`config.mk`:
```
export PLATFORM = sky130hd
export DESIGN_NAME = spi_slave
export DESIGN_NICKNAME = d
export VERILOG_FILES = /design/src/rtl/spi_slave.sv
export SDC_FILE = /design/constraint.sdc
export NUM_CORES = 1
export LEC_CHECK = 0
export CORE_MARGIN = 2
export CORE_UTILIZATION = 35
export DETAILED_ROUTE_END_ITERATION = 16
export PLACE_DENSITY_LB_ADDON = 0.1
export SLEW_MARGIN = 20
export SYNTH_ARGS = -nofsm -noshare
export SYNTH_HDL_FRONTEND = slang
export SYNTH_SLANG_ARGS = --single-unit
export TNS_END_PERCENT = 1
```
`constraint.sdc`:
```
create_clock -name clk -period 1.8 [get_ports clk]
set_input_delay 0.36 -clock clk [delete_from_list [all_inputs] [get_ports clk]]
set_output_delay 0.36 -clock clk [all_outputs]
set_load 0.05 [all_outputs]
```
`src/rtl/spi_slave.sv`:
```
// SPI mode-0 slave with clk-domain synchronizers on sck/ss_n/mosi, a one-word TX
// holding register and gap-free back-to-back words within one selection.
module spi_slave #(
  parameter int WIDTH       = 8,
  parameter int SYNC_STAGES = 2
) (
  input  logic             clk,
  input  logic             rst,
  input  logic             sck,
  input  logic             ss_n,
  input  logic             mosi,
  output logic             miso,
  input  logic [WIDTH-1:0] data_in,
  input  logic             load,
  output logic             tx_full,
  output logic [WIDTH-1:0] data_out,
  output logic             new_data,
  output logic             busy,
  output logic             tx_underrun
);

  localparam int                CTR_W    = (WIDTH > 2) ? $clog2(WIDTH) : 1;
  localparam logic [CTR_W-1:0]  LAST_BIT = CTR_W'(WIDTH - 1);

  typedef enum logic {
    IDLE   = 1'b0,
    ACTIVE = 1'b1
  } state_t;

  state_t state, state_next;

  logic [SYNC_STAGES-1:0] sck_sync, ss_sync, mosi_sync;
  logic                   sck_prev, ss_prev;
  logic                   sck_cur, ss_cur, mosi_cur;
  logic                   sck_rise, sck_fall, ss_fall;
  logic [SYNC_STAGES:0]   warm;
  logic                   armed;

  logic [CTR_W-1:0] bit_ctr;
  logic [WIDTH-2:0] rx_shift;
  logic [WIDTH-1:0] rx_next;
  logic [WIDTH-1:0] tx_word;
  logic [WIDTH-1:0] hold;
  logic [WIDTH-1:0] next_tx;
  logic             start, stop, wrap, consume;

  assign sck_cur  = sck_sync[SYNC_STAGES-1];
  assign ss_cur   = ss_sync[SYNC_STAGES-1];
  assign mosi_cur = mosi_sync[SYNC_STAGES-1];
  assign sck_rise = sck_cur & ~sck_prev;
  assign sck_fall = ~sck_cur & sck_prev;
  assign ss_fall  = ss_prev & ~ss_cur;

  // NOTE: sequential state uses non-blocking assignments so every flop samples
  // the pre-edge value of its neighbours, which is what a synchronizer chain needs.
  always_ff @(posedge clk) begin
    if (rst) begin
      sck_sync  <= '0;
      ss_sync   <= '1;
      mosi_sync <= '0;
      sck_prev  <= 1'b0;
      ss_prev   <= 1'b1;
      warm      <= '0;
      armed     <= 1'b0;
    end else begin
      sck_sync  <= {sck_sync[SYNC_STAGES-2:0], sck};
      ss_sync   <= {ss_sync[SYNC_STAGES-2:0], ss_n};
      mosi_sync <= {mosi_sync[SYNC_STAGES-2:0], mosi};
      sck_prev  <= sck_cur;
      ss_prev   <= ss_cur;
      warm      <= {warm[SYNC_STAGES-1:0], 1'b1};
      // The chain resets to "deselected"; only a high seen after it has refilled
      // from the pin may arm frame start, so a held-low ss_n cannot fake a fall.
      armed     <= armed | (warm[SYNC_STAGES] & ss_cur);
    end
  end

  always_ff @(posedge clk) begin
    if (rst) state <= IDLE;
    else     state <= state_next;
  end

  // NOTE: every always_comb output gets a default first so no path infers a latch.
  always_comb begin
    state_next = state;
    start      = 1'b0;
    stop       = 1'b0;
    wrap       = 1'b0;
    case (state)
      IDLE: begin
        if (armed && ss_fall) begin
          state_next = ACTIVE;
          start      = 1'b1;
        end
      end
      ACTIVE: begin
        if (ss_cur) begin
          state_next = IDLE;
          stop       = 1'b1;
        end else if (sck_rise && bit_ctr == LAST_BIT) begin
          wrap = 1'b1;
        end
      end
      default: state_next = IDLE;
    endcase
  end

  assign consume = start | wrap;
  assign next_tx = tx_full ? hold : '0;
  assign rx_next = {rx_shift, mosi_cur};
  assign busy    = (state == ACTIVE);

  // NOTE: the holding and TX registers are reset as well, so a frame after rst
  // can never shift out a stale word.
  always_ff @(posedge clk) begin
    if (rst) begin
      hold        <= '0;
      tx_full     <= 1'b0;
      tx_underrun <= 1'b0;
    end else begin
      tx_underrun <= consume & ~tx_full;
      if (consume) begin
        // A load coinciding with consumption refills the slot just emptied.
        if (load) begin
          hold    <= data_in;
          tx_full <= 1'b1;
        end else begin
          tx_full <= 1'b0;
        end
      end else if (load && !tx_full) begin
        hold    <= data_in;
        tx_full <= 1'b1;
      end
    end
  end

  always_ff @(posedge clk) begin
    if (rst) begin
      bit_ctr  <= '0;
      rx_shift <= '0;
      tx_word  <= '0;
      data_out <= '0;
      new_data <= 1'b0;
      miso     <= 1'b0;
    end else begin
      new_data <= wrap;
      if (start) begin
        bit_ctr  <= '0;
        rx_shift <= '0;
        tx_word  <= next_tx;
        miso     <= next_tx[WIDTH-1];
      end else if (state == ACTIVE) begin
        if (stop) begin
          bit_ctr  <= '0;
          rx_shift <= '0;
          miso     <= 1'b0;
        end else if (sck_rise) begin
          rx_shift <= rx_next[WIDTH-2:0];
          if (wrap) begin
            data_out <= rx_next;
            bit_ctr  <= '0;
            tx_word  <= next_tx;
          end else begin
            bit_ctr <= bit_ctr + CTR_W'(1);
          end
        end else if (sck_fall) begin
          miso <= tx_word[LAST_BIT - bit_ctr];
        end
      end else begin
        miso <= 1'b0;
      end
    end
  end

endmodule

```
==> impl_metrics.json <==
{
  "outcome": "completed",
  "clock_skew_ns": 0.00782,
  "worstPathBufferInverterCount": 1,
  "power.density_nw_per_um2": 882,
  "yosys.area_share.adder_pct": 1.34,
  "hold_path_end": "ss_sync[1]$_SDFF_PP1_",
  "min_period_over_period_pct": 88.7,
  "r2r_cells": 6,
  "path_cells": "ha_1 > ha_1 > a21oi_1 > a21boi_0 > buf_4 > mux2i_1",
  "cp.required_ns": 2.03,
  "clock_sinks": 51,
  "ctsResizeCount": 0,
  "wl_per_cell_um": 12.3,
  "drcViolationCount": 0,
  "maxCapViolCount": 0,
  "syn_to_final_growth_pct": 23.8,
  "grt_pass1_vias": 1438,
  "die_h_um": 76.9,
  "syn_area_um2": 1860,
  "max_freq_mhz": 626,
  "cp_slowest_cell": "dfxtp_1",
  "die_x_um": 76.9,
  "ctsHoldBuffers": 0,
  "r2r-end": "hold[2]$_SDFFE_PP0P_",
  "synth_mux_area_share_pct": 8.33,
  "antenna_left": 0,
  "pwr-share-comb_pct": 5.6,
  "yosys_warnings": 0,
  "grt_max_degree": 23,
  "drive_gt1_share_pct": 15.4,
  "crit_type": "flop to flop",
  "core_area_um2": 5110,
  "via_count": 1418,
  "io_pins": 27,
  "synthCells": 197,
  "vias_per_cell": 4.77,
  "crit_top_cell": "ha_1",
  "rsz0062_at_grt": "false",
  "synth_top_family_by_area": "simple AND/OR/NAND/NOR gates",
  "path_depth": 6,
  "slew_headroom_pct": 59.2,
  "htreeDepth": 2,
  "p_clk_share_pct": 36.8,
  "holdPathStages": 1,
  "tightest_slew_ns": 0.613,
  "p_leak_nw": 0.876,
  "final_common_cell": "dfxtp_1",
  "fp-row-count": 26,
  "dieArea_um2": 5920,
  "track_usage_pct": 13.8,
  "antenna_found_initial": 0,
  "clk_path_buf_depth": 2,
  "postCtsSetupBuffers": 0,
  "cp-end-kind": "flop",
  "path_clk_slew_ns": 0.08,
  "gp_congestion": 0.735,
  "port_buffers": 26,
  "clk_latency_ns": 0.30,
  "switchingPower_mw": 0.410,
  "hold_violations": 0,
  "crit_path_start_kind": "flop",
  "drt-total-wl_mm": 3.65,
  "max_stage_delay_ns": 0.39,
  "cts_tree": "built",
  "worstPathArrival_ns": 1.83,
  "antenna_cells_inserted": 0,
  "cts_root_buf": "clkbuf_8",
  "hold_start": "ss_sync[0]$_SDFF_PP1_",
  "rrSetupSlack_ns": 0.20,
  "swShare_pct": 20.2,
  "period_needed_ns": 1.60,
  "synth_xor_xnor_area_share_pct": 0,
  "regToRegStartpoint": "bit_ctr[1]$_SDFFE_PP0P_",
  "vdd_ir_drop_max_v": 0.000511,
  "initial_core_util_pct": 36.5,
  "yosysUniqueCellTypes": 31,
  "p_seq_share_pct": 57.6,
  "avgSynthCellArea_um2": 9.45,
  "setup_total_negative_slack_ns": 0,
  "path_max_fanout": 8,
  "post-dp-hpwl_mm": 2.64,
  "crit_family": "adder cells",
  "nets": 243,
  "register_area_um2": 1020,
  "ys_ff_latch": 51,
  "multi_input_area_um2": 786,
  "drt_iter0_markers": 49,
  "finalCoreUtilization_pct": 45.1,
  "firstDrtPassIters": 4,
  "grt_pass1_wl_mm": 6.47,
  "intPower_mw": 1.62,
  "syn_nets": 213,
  "seq_area_frac_synth_pct": 54.8,
  "slew_violations": 0,
  "numCtsBuffers": 5,
  "synth-simple-area-share_pct": 21.4,
  "layout_common_cells": "dfxtp_1 (51), nand2_1 (41), a21oi_1 (21)",
  "setup_violations": 0,
  "hp-class": "flop to flop",
  "grt_overflow_total": 0,
  "fill_cells": 509,
  "synth_compound_area_share_pct": 11.2
}
Yosys cell counts:
| cell type | count | area (um2) |
|---|---|---|
| nor3_1 | 1 | 5.00 |
| a31oi_1 | 1 | 6.26 |
| clkinv_1 | 1 | 3.75 |
| nor2b_1 | 7 | 43.8 |
| a211oi_2 | 1 | 12.5 |
| nand3b_1 | 1 | 7.51 |
| a32oi_1 | 2 | 17.5 |
| a22oi_1 | 5 | 37.5 |
| and4bb_4 | 1 | 16.3 |
| nand2b_1 | 2 | 12.5 |
| nor2_1 | 14 | 52.6 |
| or2_2 | 3 | 18.8 |
| ha_1 | 2 | 25.0 |
| o22ai_1 | 1 | 6.26 |
| and3_1 | 1 | 6.26 |
| or2_1 | 1 | 6.26 |
| nand2_1 | 41 | 154 |
| a21o_1 | 2 | 15.0 |
| nand3_1 | 8 | 40.0 |
| mux4_2 | 2 | 45.0 |
| mux2i_1 | 11 | 110 |
| a21oi_1 | 21 | 105 |
| and3b_1 | 1 | 8.76 |
| inv_1 | 1 | 3.75 |
| dfxtp_1 | 51 | 1020 |
| buf_2 | 5 | 25.0 |
| a21boi_0 | 1 | 7.51 |
| and2b_1 | 1 | 7.51 |
| and2_1 | 1 | 6.26 |
| clkbuf_1 | 6 | 22.5 |
| and4bb_2 | 1 | 12.5 |
worst reg2reg max path: stages, from the launching register on:
cell	delay [ns]
dfxtp_1	0.39
ha_1	0.17
ha_1	0.26
a21oi_1	0.12
a21boi_0	0.18
buf_4	0.22
mux2i_1	0.20
layout make-up:
| class | count | share of cell area [%] |
|---|---|---|
| Clock inverter | 1 | 1.30 |
| Sequential cell | 51 | 44.3 |
| Tap cell | 70 | 3.80 |
| Inverter | 2 | 0.326 |
| Timing Repair Buffer | 34 | 13.0 |
| Multi-Input combinational cell | 133 | 34.1 |
| Clock buffer | 6 | 3.15 |
power groups by stage:
stage	logic, mW	registers, mW	clock network (mW)
global placement	0.110	1.20	0
finish	0.113	1.17	0.749
floorplan	0.0575	1.19	0
CTS	0.115	1.17	0.782
detailed placement	0.114	1.20	0
global route	0.125	1.18	0.824
sequential cells by signal, summed over array words and instances (netlist names), 2 cells and up:
register,count
data_out,8
hold,8
tx_word,8
rx_shift,7
bit_ctr,3
warm,3
mosi_sync,2
sck_sync,2
ss_sync,2
per-stage QoR:
| stage | hold slack (ns) | instances | cell area (um2) | setup WS [ns] | total power [mW] |
|---|---|---|---|---|---|
| finish | 0.421 | 297 | 2300 | 0.204 | 2.03 |
| global placement | 0.391 | 290 | 2200 | 0.259 | 1.31 |
| global route | 0.458 | 297 | 2300 | 0.0521 | 2.12 |
| detailed placement | 0.405 | 290 | 2200 | 0.186 | 1.31 |
| CTS | 0.427 | 297 | 2300 | 0.186 | 2.07 |
| floorplan | 0.389 | 197 | 1860 | 0.0796 | 1.25 |
routing by layer:
layer	up-vias	GRT usage, %	wire length [um]
li1	723	-	-
met2	31	23.3	1770
met5	-	0	0
met4	0	6.00	34
met3	4	4.35	172
met1	660	16.0	1680
worst max-delay path by stage:
stage / startpoint / to / slack [ns]
after global placement: rst / bit_ctr[0]$_SDFFE_PP0P_ / 0.26
after global routing: bit_ctr[1]$_SDFFE_PP0P_ / hold[6]$_SDFFE_PP0P_ / 0.05
after CTS: bit_ctr[1]$_SDFFE_PP0P_ / hold[4]$_SDFFE_PP0P_ / 0.19
after floorplan: busy$_SDFF_PP0_ / bit_ctr[0]$_SDFFE_PP0P_ / 0.08
after detailed placement: bit_ctr[1]$_SDFFE_PP0P_ / hold[4]$_SDFFE_PP0P_ / 0.19
final: bit_ctr[1]$_SDFFE_PP0P_ / hold[2]$_SDFFE_PP0P_ / 0.20
cells by family (layout without fill, tap and decap cells):
logic type / Yosys count / count (layout)
AOI/OAI and AO/OA: 34 / 34
adders and majority gates: 2 / 2
buffers and inverters: 13 / 43
DFF: 51 / 51
muxes: 13 / 13
and+or+nand+nor: 84 / 84
No activity file was read; power rests on OpenSTA's default activity.
